$ cat config.mk
export PLATFORM = sky130hd
export DESIGN_NAME = regfile_wb_arbiter
export DESIGN_NICKNAME = d
export VERILOG_FILES = /design/src/rtl/regfile_wb_arbiter.sv
export SDC_FILE = /design/constraint.sdc
export NUM_CORES = 1
export LEC_CHECK = 0
export BUFFER_PORTS_ARGS = -buffer_cell sky130_fd_sc_hd__buf_2
export CORE_ASPECT_RATIO = 0.5
export CORE_MARGIN = 2
export CORE_UTILIZATION = 50
export CTS_CLUSTER_DIAMETER = 150
export DETAILED_ROUTE_END_ITERATION = 7
export GPL_TIMING_DRIVEN = 1
export HOLD_SLACK_MARGIN = 0.05
export PLACE_DENSITY_LB_ADDON = 0.25
export SYNTH_ARGS = -nofsm -noshare
export SYNTH_HDL_FRONTEND = slang
export SYNTH_SLANG_ARGS = --single-unit
$ cat constraint.sdc
create_clock -name clk -period 4.1 [get_ports clk]
set_clock_uncertainty 0.2 [all_clocks]
set_input_delay 0.41 -clock clk [delete_from_list [all_inputs] [get_ports clk]]
set_output_delay 0.41 -clock clk [all_outputs]
set_load 0.005 [all_outputs]
$ cat src/rtl/regfile_wb_arbiter.sv
// rtl/regfile_wb_arbiter.sv - round-robin register-file write-back arbiter with RAW scoreboard
//
// Purpose:
//   Shares the single integer register-file write port between N_SRC
//   write-back sources using round-robin arbitration. The winner is
//   registered onto the write port one cycle after its handshake. A
//   per-register pending scoreboard lets the issue stage stall on RAW
//   hazards against results that have not yet been written back.
//
// Ports:
//   clk          clock, all state on rising edge
//   rst          asynchronous active-low reset
//   src_valid    [N_SRC]       source i offers a write-back
//   src_rd       [N_SRC*AW]    dest index of source i, slice [i*AW +: AW]
//   src_data     [N_SRC*XLEN]  result of source i, slice [i*XLEN +: XLEN]
//   src_ready    [N_SRC]       one-hot grant, handshake = valid & ready
//   we           register-file write enable (registered)
//   wb_rd        register-file write index (registered)
//   rddata       register-file write data (registered)
//   alloc_valid  issue stage allocates a destination register
//   alloc_rd     index being allocated
//   flush        clears the scoreboard (a same-cycle alloc still sets)
//   rs1, rs2     source register indices being decoded
//   rs1_busy     rs1 has a pending write-back
//   rs2_busy     rs2 has a pending write-back
//   rs1_fwd      (WB_BYPASS_EN only) rs1 is being written this cycle
//   rs2_fwd      (WB_BYPASS_EN only) rs2 is being written this cycle
//
// Optional feature:
//   WB_BYPASS_EN  adds rs1_fwd/rs2_fwd and drops busy during the write
//                 cycle so the operand can be taken from rddata.
module regfile_wb_arbiter #(
  parameter int N_SRC = 3,
  parameter int XLEN  = 32,
  parameter int AW    = 5
) (
  input  logic                  clk,
  input  logic                  rst,
  input  logic [N_SRC-1:0]      src_valid,
  input  logic [N_SRC*AW-1:0]   src_rd,
  input  logic [N_SRC*XLEN-1:0] src_data,
  output logic [N_SRC-1:0]      src_ready,
  output logic                  we,
  output logic [AW-1:0]         wb_rd,
  output logic [XLEN-1:0]       rddata,
  input  logic                  alloc_valid,
  input  logic [AW-1:0]         alloc_rd,
  input  logic                  flush,
  input  logic [AW-1:0]         rs1,
  input  logic [AW-1:0]         rs2,
`ifdef WB_BYPASS_EN
  output logic                  rs1_fwd,
  output logic                  rs2_fwd,
`endif
  output logic                  rs1_busy,
  output logic                  rs2_busy
);

  localparam int PW   = (N_SRC > 1) ? $clog2(N_SRC) : 1;
  localparam int NREG = 1 << AW;

  logic [PW-1:0]    ptr;
  logic [PW-1:0]    ptr_nxt;
  logic [N_SRC-1:0] grant;
  logic [PW-1:0]    gnt_idx;
  logic [PW-1:0]    idx;
  logic             found;
  logic             hs;
  logic [AW-1:0]    sel_rd;
  logic [XLEN-1:0]  sel_data;
  logic [NREG-1:0]  pending;
  logic [NREG-1:0]  pending_nxt;

  // Scan from ptr upward with wrap; the first valid source wins.
  always_comb begin
    grant   = '0;
    gnt_idx = '0;
    found   = 1'b0;
    idx     = '0;
    for (int k = 0; k < N_SRC; k++) begin
      idx = PW'((int'(ptr) + k) % N_SRC);
      if (!found && src_valid[idx]) begin
        found      = 1'b1;
        grant[idx] = 1'b1;
        gnt_idx    = idx;
      end
    end
  end

  // Grants are suppressed while reset is asserted so no source sees a
  // handshake that the (held) write port can never honour.
  assign src_ready = rst ? grant : '0;
  assign hs        = rst & found;

  // grant is one-hot, so this reduces to a plain select of the winner.
  always_comb begin
    sel_rd   = '0;
    sel_data = '0;
    for (int i = 0; i < N_SRC; i++) begin
      if (grant[i]) begin
        sel_rd   = src_rd[i*AW +: AW];
        sel_data = src_data[i*XLEN +: XLEN];
      end
    end
  end

  assign ptr_nxt = (gnt_idx == PW'(N_SRC - 1)) ? '0 : gnt_idx + 1'b1;

  // Clear happens the cycle the write lands on the port; an alloc to the
  // same index in that cycle is a fresh producer, so set wins. Flush drops
  // everything but still honours a same-cycle alloc.
  always_comb begin
    pending_nxt = pending;
    if (flush) begin
      pending_nxt = '0;
    end else if (we && (wb_rd != '0)) begin
      pending_nxt[wb_rd] = 1'b0;
    end
    if (alloc_valid && (alloc_rd != '0)) begin
      pending_nxt[alloc_rd] = 1'b1;
    end
    pending_nxt[0] = 1'b0;
  end

  always_ff @(posedge clk or negedge rst) begin
    if (!rst) begin
      ptr     <= '0;
      we      <= 1'b0;
      wb_rd   <= '0;
      rddata  <= '0;
      pending <= '0;
    end else begin
      pending <= pending_nxt;
      if (hs) begin
        ptr    <= ptr_nxt;
        // x0 writes still consume a grant but never reach the file.
        we     <= (sel_rd != '0);
        wb_rd  <= sel_rd;
        rddata <= sel_data;
      end else begin
        we <= 1'b0;
      end
    end
  end

  // pending[0] is held at zero, so rs==0 reads as not busy without a compare.
`ifdef WB_BYPASS_EN
  assign rs1_fwd  = we && (wb_rd != '0) && (wb_rd == rs1);
  assign rs2_fwd  = we && (wb_rd != '0) && (wb_rd == rs2);
  assign rs1_busy = pending[rs1] && !rs1_fwd;
  assign rs2_busy = pending[rs2] && !rs2_fwd;
`else
  assign rs1_busy = pending[rs1];
  assign rs2_busy = pending[rs2];
`endif

endmodule

==> results.json, run 1 <==
{
  "track_usage": 0.2717,
  "worstSetupEndpointType": "primary output",
  "die_area_sq_um": 10320,
  "synth_common_cells": "dfrtp_1 (71), nand2_1 (70), o21ai_0 (60)",
  "rows": 25,
  "syn_area_per_cell_sq_um": 9.130,
  "grt-ovfl-total": 0,
  "yosysUniqueCellTypes": 54,
  "post_cts_resized": 0,
  "max_freq_mhz": 278.9,
  "placed_cells": 782,
  "hold_buffers": 1,
  "ir_worst_vdd_uv": 414.1,
  "cts_tree": "done",
  "htree_levels": 3,
  "power_frac_comb": 0.543,
  "startpoint_type": "register",
  "wl_mm": 13.76,
  "die_w_um": 141.7,
  "path_class": "register to primary output",
  "synthTopCellsByArea": "dfrtp_1 (37%), mux4_2 (8.6%), o21ai_0 (6.3%)",
  "critPathTopFamily": "simple AND/OR/NAND/NOR gates",
  "grtUsageMet3": 0.07546,
  "period_share": 0.8746,
  "power.density_nw_per_um2": 682.9,
  "tightest_slew_ns": 0.7207,
  "p_seq_frac": 0.257,
  "rsz0062_at_grt": "false",
  "cts_root_buf": "clkbuf_16",
  "syn-cell-area_sq_um": 4738,
  "synth_most_common_cell": "dfrtp_1",
  "gr-usage-met2": 0.4633,
  "critPathArrivalTime_ns": 2.98,
  "antennaDiodeCount": 0,
  "drt_iter0_drc": 254,
  "grt_max_degree": 55,
  "maxSlewViolCount": 0,
  "fill_cells": 827,
  "met1_usage": 0.3434,
  "leakagePower_uw": 0.002896,
  "numCtsBuffers": 9,
  "fin_nets": 810,
  "ant_nets": 0,
  "p_clk_frac": 0.199,
  "crit_buf_inv": 3,
  "seq_area_frac_synth": 0.3750,
  "cts_setup_buffers": 0,
  "area_growth_pct": 26.51,
  "ys_warn_count": 0,
  "final_cells": 799,
  "port-buffer-count": 175,
  "cts_num_sinks": 71,
  "switching_power_uw": 1753,
  "drive_gt1_frac": 0.3525,
  "ys_async_sr_fraction": 1.000,
  "hpwl_mm": 9.895,
  "start_util": 0.5083,
  "path_max_fanout": 37,
  "clkTransAtPathRegs_ns": 0.06,
  "min_period_ns": 3.586,
  "first_pass_iters": 5,
  "grt.busiest_layer": "met2",
  "syn_nets": 656,
  "crit_chain": "inv_1, ha_1, nand2b_1, or4_4, a31oi_4, or2_1, buf_4, and2_1, buf_2",
  "antenna_found_initial": 0,
  "drc": 0,
  "boundaryPins": 176,
  "via_per_inst": 5.932,
  "hold_violations": 0,
  "synth_top_area_share": 0.3750,
  "hold_class": "input pin to register",
  "p_int_uw": 2341,
  "post_drt_wl_per_cell_um": 17.22,
  "grt_pass1_wl_mm": 21.89,
  "first_global_vias": 4418,
  "clk-insertion-delay-late_ns": 0.33,
  "cts.path.max_buffers": 2,
  "critPathMaxStageDelay_ns": 0.47,
  "maxCapViolations": 0,
  "cp_slowest_cell": "ha_1",
  "finalWeightedCongestion": 0.8470,
  "synth_top_cell_by_area": "dfrtp_1",
  "die_height_um": 72.84,
  "swShare": 0.4282,
  "synth-seq-cells": 71,
  "required_ns": 3.49,
  "setup_viol": 0,
  "core-area_sq_um": 9321,
  "tns_ns": 0,
  "synth_top_flop_cell": "dfrtp_1",
  "status": "completed",
  "synth_edf_count": 0,
  "synthCells": 519,
  "relSlewSlack": 0.5071,
  "vias": 4740
}
## power groups by stage
stage | clock, uW | sequential (uW) | combinational [uW]
5_1_grt | 865 | 1080 | 2460
6_report | 816 | 1050 | 2220
4_1_cts | 833 | 1050 | 2230
3_5_place_dp | 0 | 1060 | 2230
2_1_floorplan | 0 | 1020 | 1640
3_3_place_gp | 0 | 1060 | 2180
## worst min-delay path, delay by kind of cell
kind / cells / cell delay (ns)
simple gates: 3 / 0.22
buf+inv: 1 / 0.07
## layout by cell type (no fill, tap or decap), types with 3 or more instances in the layout
| master | synthesis | final |
|---|---|---|
| a21o_1 | 33 | 33 |
| or3b_2 | 3 | 3 |
| buf_2 | 10 | 174 |
| nor2_1 | 39 | 39 |
| o21ai_0 | 60 | 60 |
| inv_1 | 7 | 7 |
| mux2_2 | 5 | 5 |
| ha_1 | 4 | 4 |
| clkbuf_8 | 0 | 3 |
| nand3_1 | 38 | 38 |
| or2_2 | 3 | 3 |
| nand2b_1 | 4 | 4 |
| buf_4 | 0 | 6 |
| clkbuf_16 | 0 | 9 |
| a311oi_1 | 32 | 32 |
| and3_1 | 3 | 3 |
| dfrtp_1 | 71 | 71 |
| nand3b_1 | 28 | 28 |
| mux4_2 | 18 | 18 |
| nor2b_1 | 18 | 18 |
| nor3b_1 | 4 | 4 |
| nand2_1 | 70 | 70 |
## flip-flops by register name (all words and copies together) (netlist names)
name,cells
we,1
rddata,32
pending,31
wb_rd,5
ptr,2
## logic make-up (layout without fill, tap and decap cells)
kind of cell               Yosys count  in the layout  synth area share
buffers and inverters               47            206           0.04780
adders and majority gates            4              4           0.01056
muxes                               26             26            0.1046
and+or+nand+nor                    221            221            0.2353
DFF                                 71             71            0.3750
AOI/OAI and AO/OA                  150            150            0.2268
## per-layer routing
layer  wire length [um]  vias to the layer above
met1               5633                     2306
met2               6916                      191
met5                  0                        -
met3                978                       16
met4                227                        0
li1                   -                     2227
## through the flow
| step | total power (uW) | instance area, sq um | hold WS (ns) | worst slack (ns) | util |
|---|---|---|---|---|---|
| after global routing | 4402 | 5995 | 0.2114 | 0.3268 | 0.6431 |
| after CTS | 4119 | 5995 | 0.2007 | 0.5003 | 0.6431 |
| final | 4094 | 5995 | 0.2086 | 0.5140 | 0.6431 |
| after detailed placement | 3289 | 5667 | 0.2525 | 0.8307 | 0.6079 |
| after global placement | 3240 | 5667 | 0.2563 | 0.9120 | 0.6079 |
| after floorplan | 2669 | 4738 | -0.08559 | 1.365 | - |
## area by class of cell
cell class / count / area (sq um) / share of cell area
clock buffer: 12 / 266.5 / 0.04446
clock inverter: 4 / 51.30 / 0.008558
tap: 121 / 151.4 / 0.02526
timing repair buffer: 183 / 965.9 / 0.1611
sequential: 71 / 1777 / 0.2964
multi-input combinational: 401 / 2756 / 0.4598
inverter: 7 / 26.28 / 0.004383
## worst paths after layout
check / startpoint / to / slack [ns] / cells after the start
min in group asynchronous: rst / pending[1] / 0.42 / 2
hold / removal: src_rd[11] / wb_rd[1] / 0.21 / 4
setup reg to reg: ptr[0] / rddata[6] / 0.81 / 10
hold reg to reg: rddata[21] / rddata[21] / 0.27 / 1
max in group asynchronous: rst / rddata[2] / 2.44 / 3
setup / recovery: ptr[0] / src_ready[1] / 0.51 / 9
(Power assumes the default switching activity.)
==> run 2: changes to the inputs <==
--- a/config.mk
+++ b/config.mk
@@ -8,7 +8,7 @@
 export BUFFER_PORTS_ARGS = -buffer_cell sky130_fd_sc_hd__buf_2
 export CORE_ASPECT_RATIO = 0.5
 export CORE_MARGIN = 2
-export CORE_UTILIZATION = 50
+export CORE_UTILIZATION = 54
 export CTS_CLUSTER_DIAMETER = 150
 export DETAILED_ROUTE_END_ITERATION = 7
 export GPL_TIMING_DRIVEN = 1
==> results.json, run 2 (same netlist as run 1, synthesis figures left out) <==
{
  "status": "completed",
  "vias": 4727,
  "worstReg2RegEnd": "rddata[12]",
  "cp-endpoint": "src_ready[1]",
  "area_growth_pct": 26.04,
  "grt_pass1_wl_mm": 22.87,
  "largest-register": "rddata",
  "cts_root_buf": "clkbuf_16",
  "grt_max_degree": 79,
  "boundaryPins": 176,
  "cts_setup_buffers": 0,
  "final_common_cell": "buf_2",
  "max_freq_mhz": 284.4,
  "relSlewSlack": 0.4975,
  "largest_reg_flops": 32,
  "maxSlewViolCount": 0,
  "reg2reg_from": "ptr[0]",
  "drt_iter0_drc": 308,
  "htree_levels": 3,
  "track_usage": 0.3074,
  "startpoint_type": "register",
  "clk-insertion-delay-late_ns": 0.34,
  "core-area_sq_um": 8618,
  "first_global_vias": 4693,
  "cp_slowest_cell": "ha_1",
  "min_period_ns": 3.516,
  "antenna_found_initial": 0,
  "cts.path.max_buffers": 2,
  "maxCapViolations": 0,
  "setup_viol": 0,
  "cts_tree": "done",
  "critPathMaxStageDelay_ns": 0.47,
  "reg2reg_depth": 10,
  "post_drt_wl_per_cell_um": 17.60,
  "leakagePower_uw": 0.002894,
  "critPathArrivalTime_ns": 2.91,
  "reg_top3": "rddata x32, pending x31, wb_rd x5",
  "start_util": 0.5498,
  "antennaDiodeCount": 0,
  "wl_mm": 14.01,
  "hpwl_mm": 9.646,
  "fill_cells": 697,
  "drc": 0,
  "crit_chain": "inv_1, ha_1, nand2b_1, or4_4, a31oi_4, or2_1, and2_1, buf_2",
  "path_max_fanout": 15,
  "grt-ovfl-total": 0,
  "fin_nets": 811,
  "clkTransAtPathRegs_ns": 0.05,
  "period_share": 0.8575,
  "numCtsBuffers": 9,
  "fin_util": 0.6929,
  "cts_num_sinks": 71,
  "first_pass_iters": 5,
  "port-buffer-count": 175,
  "die_height_um": 70.24,
  "tightest_slew_ns": 0.7347,
  "r2r_slack_ns": 0.74,
  "total_power_uw": 4088,
  "finalWeightedCongestion": 0.9235,
  "hold_violations": 0,
  "die_area_sq_um": 9585,
  "required_ns": 3.49,
  "ant_nets": 0,
  "drive_gt1_frac": 0.3520,
  "critPathLaunch": "ptr[0]",
  "path_class": "register to primary output",
  "die_w_um": 136.5,
  "power.density_nw_per_um2": 684.5,
  "tns_ns": 0,
  "via_per_inst": 5.938,
  "rows": 24,
  "rsz0062_at_grt": "false",
  "hold_class": "input pin to register",
  "ir_worst_vdd_uv": 390.1,
  "layout_common_cells": "buf_2 (174), dfrtp_1 (71), nand2_1 (70), o21ai_0 (60), nor2_1 (39)",
  "worstSetupEndpointType": "primary output"
}
run 2: worst min-delay path by stage:
stage | start | endpoint | slack (ns) | cells past startpoint
3_5_place_dp | rst | rddata[11] | 0.16 | 1
2_1_floorplan | rst | pending[10] | -0.09 | 0
4_1_cts | src_rd[11] | wb_rd[1] | 0.23 | 4
5_1_grt | src_rd[10] | we | 0.23 | 3
3_3_place_gp | rst | rddata[11] | 0.15 | 1
6_report | src_rd[11] | wb_rd[1] | 0.23 | 4
run 2: per-stage QoR:
stage	instance area [sq um]	hold slack [ns]	cells	worst slack (ns)
6_report	5972	0.2283	796	0.5843
5_1_grt	5972	0.2339	796	0.3689
4_1_cts	5972	0.2251	796	0.5745
3_5_place_dp	5662	0.1582	779	0.7701
3_3_place_gp	5662	0.1543	779	0.9049
2_1_floorplan	4738	-0.08559	519	1.365
run 2: critical path, delay by kind of cell, from the launching register on:
kind / cells / cell delay (ns)
AND/OR/NAND/NOR: 4 / 1.30
AO/OA/AOI/OAI: 1 / 0.23
adder cells (fa/ha/maj): 1 / 0.47
flip-flops: 1 / 0.39
buffers and inverters: 2 / 0.18
run 2: cell type report:
cell class / instances / area [sq um] / share of cell area
Timing Repair Buffer: 184 / 973.4 / 0.1630
Multi-Input combinational cell: 401 / 2749 / 0.4603
Inverter: 7 / 26.28 / 0.004400
Clock inverter: 5 / 57.56 / 0.009638
Clock buffer: 11 / 242.7 / 0.04065
Tap cell: 117 / 146.4 / 0.02451
Sequential cell: 71 / 1777 / 0.2975
run 2: layer usage:
layer | share of wire | GRT usage | up-vias
met3 | 0.068 | 0.08351 | 31
met2 | 0.50 | 0.5161 | 179
li1 | - | - | 2226
met1 | 0.41 | 0.3841 | 2291
met5 | 0 | 0 | -
met4 | 0.022 | 0.1065 | 0
run 2: repair_timing:
item	CTS	global route
hold buffers	1	0
resized for setup	0	0
hold endpoints to repair	23	0
run 2: power by group:
group | internal (uW) | leakage (uW) | switching [uW]
clock network | 487 | 0.000149 | 299
logic | 925 | 0.00181 | 1320
registers | 897 | 0.000935 | 162
==> run 3: changes to the inputs <==
--- a/config.mk
+++ b/config.mk
@@ -6,7 +6,7 @@
 export NUM_CORES = 1
 export LEC_CHECK = 0
 export BUFFER_PORTS_ARGS = -buffer_cell sky130_fd_sc_hd__buf_2
-export CORE_ASPECT_RATIO = 0.5
+export CORE_ASPECT_RATIO = 0.9
 export CORE_MARGIN = 2
 export CORE_UTILIZATION = 54
 export CTS_CLUSTER_DIAMETER = 150
==> results.json, run 3 (same netlist as run 1, synthesis figures left out) <==
{
  "dr_wl_met2_mm": 6.444,
  "maxUsedRoutingLayer": "met4",
  "rsz0062_at_grt": "false",
  "largest-register": "rddata",
  "die_area_sq_um": 9541,
  "p_clk_frac": 0.149,
  "via_per_inst": 6.046,
  "area_growth_pct": 24.48,
  "crit_buf_inv": 3,
  "critPathMaxStageDelay_ns": 0.47,
  "hpwl_mm": 10.03,
  "power_frac_comb": 0.578,
  "power.density_nw_per_um2": 659.8,
  "period_share": 0.8827,
  "critPathTopFamily": "simple AND/OR/NAND/NOR gates",
  "start_util": 0.5530,
  "leakagePower_uw": 0.002862,
  "post_drt_wl_per_cell_um": 17.17,
  "status": "completed",
  "grt_max_degree": 79,
  "maxSlewViolCount": 0,
  "grt_pass1_wl_mm": 21.97,
  "tns_ns": 0,
  "worstSetupEndpointType": "primary output",
  "vias": 4837,
  "wl_met1_mm": 5.726,
  "ant_nets": 0,
  "fin_nets": 813,
  "first_pass_iters": 5,
  "hold_ws_ns": 0.2305,
  "die_w_um": 102.7,
  "total_power_uw": 3891,
  "max_freq_mhz": 276.3,
  "wl_mm": 13.73,
  "cts.path.max_buffers": 2,
  "min_period_ns": 3.619,
  "fin_area_sq_um": 5898,
  "final_common_cell": "buf_2",
  "drc": 0,
  "pre_cts_ws_ns": 0.8926,
  "drive_gt1_frac": 0.3539,
  "track_usage": 0.2955,
  "hold_violations": 0,
  "critPathArrivalTime_ns": 3.01,
  "cts_num_sinks": 71,
  "p_int_uw": 2160,
  "fill_cells": 722,
  "rows": 32,
  "reg_top3": "rddata x32, pending x31, wb_rd x5",
  "clkTransAtPathRegs_ns": 0.07,
  "antenna_found_initial": 0,
  "path_class": "register to primary output",
  "antennaDiodeCount": 0,
  "drt_iter0_drc": 339,
  "switching_power_uw": 1732,
  "ir_worst_vdd_uv": 421.6,
  "cp_slowest_cell": "ha_1",
  "swShare": 0.4450,
  "largest_reg_flops": 32,
  "boundaryPins": 176,
  "cts_root_buf": "clkbuf_8",
  "cts_tree": "done",
  "required_ns": 3.49,
  "tightest_slew_ns": 0.8523,
  "r2r_slack_ns": 0.79,
  "crit_chain": "inv_1, ha_1, nand2b_1, or4_4, a31oi_4, or2_1, buf_4, and2_1, buf_2",
  "finalWeightedCongestion": 0.9358,
  "routed-wl-met3_mm": 1.279,
  "clk-insertion-delay-late_ns": 0.33,
  "maxCapViolations": 0,
  "relSlewSlack": 0.4318,
  "core-area_sq_um": 8568,
  "grt-ovfl-total": 0,
  "htree_levels": 3,
  "setup_viol": 0,
  "timing.final.ws_setup_ns": 0.4807,
  "die_height_um": 92.87,
  "p_seq_frac": 0.273,
  "port-buffer-count": 175,
  "hold_class": "input pin to register",
  "first_global_vias": 4474,
  "path_max_fanout": 37,
  "numCtsBuffers": 9,
  "placed_area_sq_um": 5679,
  "startpoint_type": "register",
  "layout_common_cells": "buf_2 (174), dfrtp_1 (71), nand2_1 (70), o21ai_0 (60), nor2_1 (39)"
}
run 3: worst paths after layout:
check / startpoint / cells after the start / endpoint
worst min register to register: rddata[5] / 1 / rddata[5]
min in group asynchronous: rst / 2 / rddata[20]
max in group asynchronous: rst / 3 / wb_rd[3]
worst max-delay path: ptr[0] / 9 / src_ready[1]
worst max register to register: ptr[0] / 10 / rddata[1]
worst min-delay path: src_rd[10] / 3 / we
run 3: power by group through the flow:
stage          Combinational [uW]  Sequential [uW]  Clock (uW)
6_report                     2250             1060         578
5_1_grt                      2490             1090         623
4_1_cts                      2250             1060         589
3_5_place_dp                 2240             1060           0
3_3_place_gp                 2170             1060           0
2_1_floorplan                1640             1020           0
run 3: worst reg2reg max path: cells and delay by family (launching register included):
kind	cells	cell delay (ns)
compound gates	4	1.37
fa+ha+maj	1	0.54
buf+inv	3	0.52
flops	1	0.41
simple gates	2	0.23
run 3: cell type report:
cell class,count,area (sq um),area share
well taps,119,148.9,0.02524
clock inverters,3,40.04,0.006788
flip-flops and latches,71,1777,0.3012
multi-input cells,401,2749,0.4661
repair buffers,186,988.4,0.1676
inverters,7,26.28,0.004455
clock buffers,13,168.9,0.02864
run 3: layer usage:
metal | GRT usage | vias up
met5 | 0 | -
met3 | 0.08226 | 35
met2 | 0.4472 | 268
li1 | - | 2223
met4 | 0.08004 | 0
met1 | 0.4193 | 2311
run 3: what timing repair did:
item,4_1_cts,5_1_grt
hold endpoints to repair,4,0
hold buffers,1,0
resized for setup,0,0
buffers inserted,0,0
run 3: stage by stage:
step,utilization,std cells
finish,0.6884,800
global placement,0.6628,783
floorplan,-,519
CTS,0.6884,800
detailed placement,0.6628,783
global route,0.6884,800
